### src/rtl/fp_to_linear.sv
// Decodes the 8-bit float (sign, 3-bit exponent, 4-bit significand) to a 12-bit
// two's-complement value by shifting the significand left once per clock.
module fp_to_linear (
    input  logic        clk,
    input  logic        rst_n,
    input  logic        in_valid,
    output logic        in_ready,
    input  logic        sign,
    input  logic [2:0]  exp,
    input  logic [3:0]  sig,
    output logic        out_valid,
    input  logic        out_ready,
    output logic [11:0] d
);

    typedef enum logic [1:0] {IDLE, SHIFT, FIX, DONE} state_t;

    state_t      state_q, state_d;
    logic        sign_r_q, sign_r_d;
    logic [10:0] mag_q, mag_d;
    logic [2:0]  cnt_q, cnt_d;
    logic [11:0] d_q, d_d;
    logic        in_ready_q, in_ready_d;
    logic        out_valid_q, out_valid_d;

    always_comb begin
        state_d  = state_q;
        sign_r_d = sign_r_q;
        mag_d    = mag_q;
        cnt_d    = cnt_q;
        d_d      = d_q;
        case (state_q)
            IDLE: begin
                if (in_valid) begin
                    sign_r_d = sign;
                    mag_d    = {7'b0, sig};
                    cnt_d    = exp;
                    state_d  = (exp == 3'd0) ? FIX : SHIFT;
                end
            end
            SHIFT: begin
                mag_d = mag_q << 1;
                cnt_d = cnt_q - 3'd1;
                if (cnt_q == 3'd1) state_d = FIX;
            end
            FIX: begin
                // Magnitude never exceeds 1920, so the 12-bit negation cannot reach 12'h800.
                d_d     = sign_r_q ? (~{1'b0, mag_q} + 12'd1) : {1'b0, mag_q};
                state_d = DONE;
            end
            DONE: begin
                if (out_ready) state_d = IDLE;
            end
            default: state_d = IDLE;
        endcase
        in_ready_d  = (state_d == IDLE);
        out_valid_d = (state_d == DONE);
    end

    always_ff @(posedge clk or negedge rst_n) begin
        if (!rst_n) begin
            state_q     <= IDLE;
            sign_r_q    <= 1'b0;
            mag_q       <= 11'd0;
            cnt_q       <= 3'd0;
            d_q         <= 12'd0;
            in_ready_q  <= 1'b1;
            out_valid_q <= 1'b0;
        end else begin
            state_q     <= state_d;
            sign_r_q    <= sign_r_d;
            mag_q       <= mag_d;
            cnt_q       <= cnt_d;
            d_q         <= d_d;
            in_ready_q  <= in_ready_d;
            out_valid_q <= out_valid_d;
        end
    end

    assign in_ready  = in_ready_q;
    assign out_valid = out_valid_q;
    assign d         = d_q;

endmodule

### config.mk
export PLATFORM = sky130hd
export DESIGN_NAME = fp_to_linear
export DESIGN_NICKNAME = d
export VERILOG_FILES = /design/src/rtl/fp_to_linear.sv
export SDC_FILE = /design/constraint.sdc
export NUM_CORES = 1
export LEC_CHECK = 0
export BUFFER_PORTS_ARGS = -buffer_cell sky130_fd_sc_hd__buf_4
export CORE_MARGIN = 2
export CORE_UTILIZATION = 30
export DETAILED_ROUTE_END_ITERATION = 12
export RECOVER_POWER = 50
export SETUP_SLACK_MARGIN = 0.2
export SLEW_MARGIN = 20
export SYNTH_ARGS = -nofsm -noshare
export SYNTH_HDL_FRONTEND = slang
export SYNTH_SLANG_ARGS = --single-unit
### constraint.sdc
create_clock -name clk -period 2 [get_ports clk]
set_clock_uncertainty 0.05 [all_clocks]
set_input_delay 0.3 -clock clk [delete_from_list [all_inputs] [get_ports clk]]
set_output_delay 0.3 -clock clk [all_outputs]
set_load 0.01 [all_outputs]
Word-level counts from Yosys, hierarchy flattened. Cells that the tools add are included. Widths: inputs -> output; s select.

Logic and storage cells: 32. Register bits after elaboration: 31. Input port bits: 12.

$add $sub $neg: 2. Equality and inequality tests: 6. Muxes and demuxes: 10. Bitwise logic cells: 1. Reduce and logical (&&, ||, !) cells: 6.

Operators with widths (count): $pmux 11 s2 (1); $add 12x1->12 const B (1); $mux 12 (1); $not 11->12 (1); $mux 11 (1); $mux 2 (4); $pmux 2 s4 (1); $eq 2x2->1 const B (3); $pmux 3 s2 (1); $logic_not 2->1 (2); $reduce_and 2->1 (2); $eq 3x1->1 const B (1); $logic_not 3->1 (1); $mux 3 (1); $sub 3x1->3 const B (1); $eq 2x1->1 const B (1); $ne 2x2->1 const B (1); $reduce_bool 2->1 (1).

Depth between registers and ports, before layout.
Word-level depth: 5. Mapped depth: 6.

Worst setup path after synthesis. Ideal clock, no wire load.

Path type: register -> register. Start: register mag_q[6]. End: register d_q[10], in the netlist d[10]. Setup time: 130 ps. Buffers on the path: 0. Stages on the path, launching flop included: 5. Arrival time: 1523 ps. Slack: 297 ps. Cells stage by stage: dfrtp_1 or4_4 o41ai_4 xor2_1 o21ai_1.

Cells in the longest elaborated chain, start to end: 3.

Ends and longest elaborated chain: start, declared (RTL line 20) `logic [10:0] mag_q, mag_d;`; start signal, assigned (RTL line 72) `mag_q <= mag_d;`; $not 11->12 (RTL line 48) `d_d = sign_r_q ? (~{1'b0, mag_q} + 12'd1) : {1'b0, mag_q};`; $add 12x1->12 (RTL line 48); $mux 12 (RTL line 48); end signal, assigned (RTL line 66) `d_q <= 12'd0;`; end signal, assigned (RTL line 74) `d_q <= d_d;`; end, declared (RTL line 22) `logic [11:0] d_q, d_d;`.

Every way passes these cells. A chain may end at the register's enable or synchronous reset.

Worst setup path after layout.
Start: register mag_q[5]. End: register d_q[10], in the netlist d[10].

Same word-level chain as after synthesis.

==> results.yml <==
floorplanning:
  initial_core_util_pct: 30.59
  rows: 26
  pin_count: 26
  die_h_um: 75.48
  die_area_um2: 5696
  die_x_um: 75.48
  coreArea_um2: 5010
synth:
  yosysWarnings: 0
  synth_seq_cells: 31
  synth.area.top_cells: "dfrtp_1 49%, o21ai_0 6.2%, xor2_1 4.6%, nand2_1 3.9%, a22o_1 2.9%"
  synth_ff_type: "dfrtp_1"
  synth.top_cell.area_share_pct: 48.98
  netlist_area_um2: 1533
  netlist.top_cell.by_area: "dfrtp_1"
  syn_inst: 152
  syn-num-nets: 167
  syn_area_per_cell_um2: 10.08
  yosysSeqAreaShare_pct: 50.69
  synth_edf_count: 0
  synthDistinctLibCells: 34
  async_flop_share_pct: 100.0
sta:
  hold_violations: 0
  hold_ws_ns: 0.1435
  finalCriticalPeriod_ns: 1.757
  setup_viol: 0
  drv_slew: 0
  rsz0062_at_grt: "yes"
  setup_tns_ns: 0
  slew_headroom_pct: 49.18
  max_freq_mhz: 569.1
  post-route-period-util_pct: 87.86
  setup_ws_ns: 0.2429
  worstMarginPinSlew_ns: 0.7623
route:
  avgRoutedWirePerCell_um: 12.45
  first_pass_iters: 4
  finalWirelength_mm: 3.138
  vias: 1211
  drt_iter0_markers: 36
  detail_route.vias_per_cell: 4.806
  drc: 0
  ant_nets: 0
clocking:
  tritoncts: "done"
  cts_max_path_buffers: 2
  clock-sinks: 31
  clkTransAtPathRegs_ns: 0.06
  htreeDepth: 2
  clockRootBuffer: "clkbuf_8"
  cts_made_buffers: 5
  clkLatencyLatePin_ns: 0.28
global_route:
  grt-ovfl-total: 0
  grt_first_pass_wirelength_mm: 5.250
  antenna_found_initial: 0
  grtUsageTotal_pct: 12.39
  grt_pass1_vias: 1086
  grt_max_degree: 32
placement:
  dpl.hpwl_mm: 2.263
  place_area_um2: 1795
  post-place-ws_ns: 0.2171
  routabilityCongestion: 0.7395
  portBuffers: 25
hold_path:
  min_path_type: "input port to flip-flop"
critical_path:
  crit_arrival_ns: 1.87
  crit_fanout: 5
  end_kind: "flip-flop"
  startpoint_type: "flip-flop"
  critical_path_class: "flip-flop to flip-flop"
  critPathRequiredTime_ns: 2.11
layout:
  drive_above_1_share_pct: 21.98
  nets: 196
  final_util_pct: 38.04
  fill_cells: 539
  n_antenna_cell: 0
  syn2layout_area_growth_pct: 24.33
  post-route-cell-area_um2: 1906
run_status:
  status: "completed"
flow_run:
  maxCapViolCount: 0
power_and_ir_drop:
  total_leakage_power_nw: 0.8612
  vdd_drop_max_mv: 0.4589
  p_per_area_nw_per_um2: 1663
metrics by stage:
| step | cells | power, mW |
|---|---|---|
| global route | 252 | 3.462 |
| global placement | 241 | 2.615 |
| CTS | 250 | 3.204 |
| detailed placement | 241 | 2.655 |
| floorplan | 152 | 2.181 |
| finish | 252 | 3.169 |
synth_stat cells (all sizes together), types with 2 or more instances:
cell type  number
dfrtp          30
o21ai          21
nand2          16
a21oi           8
clkbuf          8
xor2            8
a22o            7
nor2            6
nor2b           6
inv             5
nand2b          4
a22oi           3
a2bb2oi         3
ha              3
o31ai           3
o41ai           3
mux2i           2
nor3            2
o22ai           2
or4             2
power by group:
part | switching [mW] | internal, mW | leakage (nW) | total, mW
combinational | 0.724 | 0.675 | 0.416 | 1.40
sequential | 0.325 | 0.906 | 0.394 | 1.23
clock | 0.225 | 0.314 | 0.0515 | 0.539
final timing paths:
check | start | to | slack [ns] | depth (start not counted)
min in group asynchronous | rst_n | cnt_q[1] | 0.56 | 2
hold / removal | out_ready | out_valid | 0.14 | 2
hold reg to reg | d[7] | d[7] | 0.42 | 2
max in group asynchronous | rst_n | mag_q[5] | 0.80 | 2
setup reg to reg | mag_q[5] | d[10] | 0.24 | 4
setup / recovery | mag_q[5] | d[10] | 0.24 | 4
cell usage in the layout, fill, tap and decap left out, types with 2 or more instances in the layout:
master	Yosys	routed
nor2b_1	6	6
o21ai_1	2	2
a22oi_1	3	3
a22o_1	5	5
dfrtp_1	30	29
clkbuf_1	8	8
clkbuf_8	0	7
xor2_1	8	8
nand2b_1	4	4
o22ai_1	2	2
a21oi_1	8	8
o31ai_1	3	2
ha_1	3	3
nor2_1	6	6
a2bb2oi_1	3	3
a22o_2	2	2
inv_1	5	5
mux2i_1	2	2
nor3_1	2	2
o21ai_0	19	19
buf_4	0	22
nand2_1	16	16
timing repair:
action,in CTS,in global routing
setup buffers,0,2
endpoints found under the hold margin,30,0
resized for setup,0,3
endpoints found under the setup margin,0,5
hold buffers,1,0
cell type report:
class	count	area (um^2)	share of cell area (%)
multi-input combinational	107	714.4	37.49
tap	70	87.58	4.596
clock buffer	8	100.1	5.253
inverter	5	18.77	0.9849
sequential	31	778.2	40.84
timing repair buffer	31	206.4	10.83
flip-flops by register name (all words and copies together), names as in the netlist:
register and cells:
d 12, mag_q 11, cnt_q 3, state_q 2
in_ready 1, out_valid 1, sign_r_q 1
worst max-delay path, cell delays in order, from the launching register on:
cell and delay (ns):
dfrtp_2 0.43, or4_4 0.60, o41ai_4 0.32, xor2_1 0.18
o21ai_1 0.07
cells by family after synthesis:
logic type               Yosys count  synth area share, %
AND/OR/NAND/NOR                   39                12.49
multiplexers                       3                2.041
XOR/XNOR                           9                5.143
flip-flops                        31                50.69
buffers and inverters             14                3.510
adder cells (fa/ha/maj)            3                2.449
AO/OA/AOI/OAI                     53                23.67
metal layers:
layer  part of all wire [%]  vias up  GRT usage (%)
met4                    1.8        0          4.873
met2                     48       21          19.13
met3                    3.7        6          4.497
met5                      0        -              0
met1                     46      586          15.84
li1                       -      598              -
(Power assumes the default switching activity.)
